File: src/rtl/count_seq_pkg.sv
`default_nettype none
// ============================================================================
// Module      : count_seq_pkg
// Description : Shared types and constants for the count sequence controller.
//               Holds the three-state FSM encoding and the default counter
//               width.
// Revision    : 1.0 - initial release
// ============================================================================
package count_seq_pkg;

  // Default counter / code width in bits.
  localparam int C_DEFAULT_N = 4;

  // Sequence controller states.
  typedef enum logic [1:0] {
    IDLE = 2'd0,
    RUN  = 2'd1,
    DONE = 2'd2
  } state_e;

endpackage : count_seq_pkg
`default_nettype wire

File: src/rtl/bin_to_gray_n.sv
`default_nettype none
// ============================================================================
// Module      : bin_to_gray_n
// Description : Parameterised binary-to-Gray encoder, purely combinational.
// Ports       : bin_i  [N-1:0]  binary input
//               gray_o [N-1:0]  Gray code, bin ^ (bin >> 1)
// Revision    : 1.0 - initial release
// ============================================================================
module bin_to_gray_n #(
  parameter int N = count_seq_pkg::C_DEFAULT_N
) (
  input  logic [N-1:0] bin_i,
  output logic [N-1:0] gray_o
);

  assign gray_o = bin_i ^ (bin_i >> 1);

endmodule : bin_to_gray_n
`default_nettype wire

File: src/rtl/count_seq_ctrl.sv
`default_nettype none
// ============================================================================
// Module      : count_seq_ctrl
// Description : Runs one up/down count sequence of a programmed length from a
//               programmed start value. Provides binary count, its Gray code
//               and a one-hot step-phase ring.
// Ports       : clk        clock, all state on rising edge
//               rst        synchronous active-high reset
//               start_i    launch a sequence (sampled in IDLE only)
//               up_down_i  direction captured with start (1 = up)
//               load_val_i start value captured with start
//               steps_i    number of steps captured with start
//               pause_i    hold sequence state while running
//               abort_i    end a running sequence without done
//               count_o    registered binary count
//               gray_o     Gray code of count_o (combinational)
//               ring_o     one-hot phase, rotates right per executed step
//               busy_o     high whenever not IDLE
//               done_o     one-cycle completion pulse
// Revision    : 1.0 - initial release
// ============================================================================
module count_seq_ctrl #(
  parameter int N = count_seq_pkg::C_DEFAULT_N
) (
  input  logic         clk,
  input  logic         rst,
  input  logic         start_i,
  input  logic         up_down_i,
  input  logic [N-1:0] load_val_i,
  input  logic [N-1:0] steps_i,
  input  logic         pause_i,
  input  logic         abort_i,
  output logic [N-1:0] count_o,
  output logic [N-1:0] gray_o,
  output logic [N-1:0] ring_o,
  output logic         busy_o,
  output logic         done_o
);

  import count_seq_pkg::*;

  localparam logic [N-1:0] C_ONE = N'(1);

  state_e       state_q, state_d;
  logic [N-1:0] count_q, count_d;
  logic [N-1:0] remaining_q, remaining_d;
  logic [N-1:0] ring_q, ring_d;
  logic         dir_q, dir_d;

  // --------------------------------------------------------------------------
  // State register and datapath registers
  // --------------------------------------------------------------------------
  always_ff @(posedge clk) begin
    if (rst) begin
      state_q     <= IDLE;
      count_q     <= '0;
      remaining_q <= '0;
      ring_q      <= C_ONE;
      dir_q       <= 1'b0;
    end else begin
      state_q     <= state_d;
      count_q     <= count_d;
      remaining_q <= remaining_d;
      ring_q      <= ring_d;
      dir_q       <= dir_d;
    end
  end

  // --------------------------------------------------------------------------
  // Next-state and datapath logic. Every register holds unless a branch below
  // explicitly updates it.
  // --------------------------------------------------------------------------
  always_comb begin
    state_d     = state_q;
    count_d     = count_q;
    remaining_d = remaining_q;
    ring_d      = ring_q;
    dir_d       = dir_q;

    unique case (state_q)
      IDLE: begin
        if (start_i) begin
          count_d     = load_val_i;
          remaining_d = steps_i;
          dir_d       = up_down_i;
          ring_d      = C_ONE;
          // A zero-length sequence completes immediately.
          state_d     = (steps_i == '0) ? DONE : RUN;
        end
      end

      RUN: begin
        // abort outranks pause; both outrank a step.
        if (abort_i) begin
          state_d = IDLE;
        end else if (!pause_i) begin
          count_d     = dir_q ? (count_q + C_ONE) : (count_q - C_ONE);
          remaining_d = remaining_q - C_ONE;
          ring_d      = {ring_q[0], ring_q[N-1:1]};
          if (remaining_q == C_ONE) begin
            state_d = DONE;
          end
        end
      end

      DONE: begin
        state_d = IDLE;
      end

      default: begin
        state_d = IDLE;
      end
    endcase
  end

  // --------------------------------------------------------------------------
  // Outputs
  // --------------------------------------------------------------------------
  bin_to_gray_n #(
    .N (N)
  ) u_bin_to_gray (
    .bin_i  (count_q),
    .gray_o (gray_o)
  );

  assign count_o = count_q;
  assign ring_o  = ring_q;
  assign busy_o  = (state_q != IDLE);
  assign done_o  = (state_q == DONE);

endmodule : count_seq_ctrl
`default_nettype wire

File: config.mk
export PLATFORM = sky130hd
export DESIGN_NAME = count_seq_ctrl
export DESIGN_NICKNAME = d
export VERILOG_FILES = /design/src/rtl/count_seq_pkg.sv /design/src/rtl/bin_to_gray_n.sv /design/src/rtl/count_seq_ctrl.sv
export SDC_FILE = /design/constraint.sdc
export NUM_CORES = 1
export LEC_CHECK = 0
export CAP_MARGIN = 20
export CORE_MARGIN = 2
export CORE_UTILIZATION = 46
export DETAILED_ROUTE_END_ITERATION = 8
export PLACE_DENSITY = 0.83
export SYNTH_ARGS = -nofsm -noshare
export SYNTH_HDL_FRONTEND = slang
export SYNTH_HIERARCHICAL = 1
export SYNTH_SLANG_ARGS = --single-unit
File: constraint.sdc
create_clock -name clk -period 1.5 [get_ports clk]
set_input_delay 0.3 -clock clk [delete_from_list [all_inputs] [get_ports clk]]
set_output_delay 0.3 -clock clk [all_outputs]
set_load 0.1 [all_outputs]
==> results of run 1 <==
[worst max-delay path, cell delays in order]
cell,delay (ns)
clkdlybuf4s50_1,0.51
nor3b_4,0.25
o21ba_4,0.25
a21oi_1,0.11
a311oi_1,0.29
[cell type report]
type                            count  area (µm²)  area share [%]
Tap cell                           27       33.78           2.047
Clock buffer                        4       26.28           1.592
Inverter                            4       15.01          0.9098
Timing Repair Buffer               41       544.3           32.98
Sequential cell                    15       320.3           19.41
Multi-Input combinational cell     83       710.7           43.06
[final timing paths]
check                         startpoint                          end  slack, ns  cells past startpoint
min reg2reg  remaining_q[1]$_SDFFE_PP0P_  remaining_q[1]$_SDFFE_PP0P_       0.49                      2
max                              pause_i      count_o[0]$_SDFFE_PP0P_      -0.05                      5
max reg2reg      state_q[0]$_SDFFE_PP0P_      count_o[0]$_SDFFE_PP0P_      -0.04                      5
min          remaining_q[1]$_SDFFE_PP0P_  remaining_q[1]$_SDFFE_PP0P_       0.49                      2
[routing by layer]
| layer | vias to the layer above | wire length (µm) | global-route usage (%) |
|---|---|---|---|
| met2 | 38 | 1671 | 42.22 |
| li1 | 455 | - | - |
| met5 | - | 0 | 0 |
| met1 | 478 | 1162 | 25.09 |
| met4 | 0 | 111 | 7.407 |
| met3 | 13 | 162 | 5.455 |
[power groups by stage]
stage / clock [mW] / combinational (mW) / sequential (mW)
3_3_place_gp: 0 / 0.754 / 0.496
4_1_cts: 0.235 / 0.806 / 0.479
5_1_grt: 0.255 / 0.877 / 0.492
2_1_floorplan: 0 / 0.408 / 0.581
6_report: 0.231 / 0.841 / 0.487
3_5_place_dp: 0 / 0.777 / 0.498
[synth_stat cells (all sizes together) (2+ instances only)]
library cell  instances  share of area, %
nor2b                 3               2.0
xor2                  4               3.6
nor2                  8               3.1
inv                   4               1.6
nor3b                 3               3.5
o21ai                 2               1.0
ha                    4               5.2
nand3                 3               3.1
nand2                12               4.7
o21bai                2               2.0
dfxtp                15                31
o211ai                3               3.4
xnor2                 2               1.8
or2b                  2               1.6
buf                   6               5.6
nor3                  4               2.1
a311oi                2               1.8
a21oi                13               7.2
[flip-flops by register name (all words and copies together) (netlist names)]
name and flops:
count_o 4, remaining_q 4, ring_o 4, state_q 2, dir_q 1
[stage by stage]
| stage | utilization (%) | cells | hold WS [ns] | cell area [µm²] |
|---|---|---|---|---|
| final | 84.12 | 174 | 0.4878 | 1650 |
| after global routing | 84.12 | 174 | 0.5215 | 1650 |
| after CTS | 81.44 | 172 | 0.4871 | 1598 |
| after detailed placement | 78.38 | 166 | 0.4744 | 1538 |
| after global placement | 78.38 | 166 | 0.4674 | 1538 |
| after floorplan | - | 108 | 0.3624 | 1056 |
[cells by family after synthesis]
| family | synth area share, % |
|---|---|
| and+or+nand+nor | 25.91 |
| muxes | 1.172 |
| AOI/OAI and AO/OA | 21.36 |
| DFF | 31.25 |
| xor gates and xnor gates | 5.469 |
| adders and majority gates | 7.292 |
| buffers and inverters | 7.550 |
[repair_timing]
item	4_1_cts	5_1_grt
pin swaps	0	6
buffers inserted	2	2
gates cloned	0	1
gates resized for setup	3	9
hold endpoints to repair	0	0
setup endpoints to repair	2	16
==> metrics.md, run 1 <==
| Metric | Value |
|---|---|
| Mapped Area | `960.9 µm²` |
| Fmax achieved | `645.7 MHz` |
| Clock root cell | `clkbuf_4` |
| Cts bufs inserted | `3` |
| First-pass GRT wire length | `4.416 mm` |
| Slew headroom | `between 70 and 80%` |
| Hold Vio Cnt, Final | `0` |
| Critical Path Start Type | `input pin` |
| Worst EP arrival | `1.72 ns` |
| WL final | `3.108 mm` |
| Sequential share of power | `31.3%` |
| I/O pin total | `28` |
| Initial core utilization | `48.98%` |
| Max clock buf depth | `2` |
| Detailed placer's ending HPWL | `1.899 mm` |
| Slew of the pin with the lowest slew margin | `0.3241 ns` |
| Antenna diodes | `0` |
| Switching part of the total power | `43.29%` |
| Internal Dissipation | `about 0.9 mW` |
| Initial antenna violation count | `0` |
| Logic pwr share | `53.9%` |
| Worst setup path class | `input pin to register` |
| Pwr Total | `1.559 mW` |
| Pwr dens | `944.9 nW/µm²` |
| # hold bufs at CTS | `0` |
| Die Y | `49.71 µm` |
| Hold Crit Class | `register to register` |
| Setup Skew | `0.008736 ns` |
| FP Rows | `16` |
| Commonest non-fill, non-tap cell in the layout | `buf_12` |
| GPL Wtd Cong | `0.8949` |
| GRT Util Overall | `22.77%` |
| Yosys reg bits | `15` |
| Port bufs | `27` |
| Final net count | `167` |
| Setup TNS | `-0.04876 ns` |
| CTS sink cnt | `15` |
| Post-synthesis async set-or-reset flop share | `0%` |
| Cells after Synth | `108` |
| Count of cell types in the netlist | `40` |
| Syn Nets | `127` |
| Failing checks | `setup timing` |
| Share of layout cells above drive strength 1 | `between 40% and 50%` |
| # H-tree levels | `1` |
| Worst Setup End Kind | `register` |
| Synth Flop Type | `dfxtp_1` |
| Vias in the first global route | `1044` |
| Slew Viols, Final | `0` |
| Drt drc | `0` |
| Yosys Warn Count | `6` |
| Sequential fraction of the synthesis area | `31.25%` |
| Worst slack at placement | `-0.2697 ns` |
| DR pass1 iterations | `4` |
| Most frequent cells in the layout | `16 x buf_12, 13 x clkdlybuf4s50_1, 12 x nand2_1` |
| Area growth syn-to-layout | `71.74%` |
| Status | `finished, violations left` |
| Core box area | `between 1500 and 2000 µm²` |
| Leak pwr | `0.6429 nW` |
| Number of flops mapped to enable cells by yosys | `0` |
| Peak VDD IR | `about 650 µV` |
| Final setup margin | `-0.04876 ns` |
| Psw | `0.6750 mW` |
| Full die area | `2471 µm²` |
| Fin crit share | `103.3%` |
| Overflow after GRT | `0` |
| Clock share of power | `14.8%` |
| Largest net degree at the start of global routing | `17` |
| Starting DRT DRC Count | `12` |
| TritonCTS clock tree | `yes` |
| Total number of vias | `984` |
| Req. time, crit path | `~1.7 ns` |
| Clock slew at reported path FFs | `0.10 ns` |
| Final ANT Viol Nets | `0` |
| Max FO, Critical Path | `10` |
| Min Clock Period, post-route | `1.549 ns` |
| Max-cap violations | `0` |
| Number of fill cells | `110` |
| Avg Cell Area, Syn | `8.897 µm²` |
| Vias/cell | `5.655` |
| Post-DR wirelength/cell | `17.86 µm` |
| Final Setup Violations | `1` |
| Clk_lat worst skew | `0.28 ns` |
| Die width | `49.71 µm` |
(Power assumes the default switching activity.)
==> inputs of run 2 (changes only) <==
--- a/config.mk
+++ b/config.mk
@@ -9,6 +9,7 @@
 export CORE_MARGIN = 2
 export CORE_UTILIZATION = 46
 export DETAILED_ROUTE_END_ITERATION = 8
+export GPL_ROUTABILITY_DRIVEN = 1
 export PLACE_DENSITY = 0.83
 export SYNTH_ARGS = -nofsm -noshare
 export SYNTH_HDL_FRONTEND = slang
==> results of run 2 <==
Same layout as run 1: the final DEF is identical, and so are final timing and power.
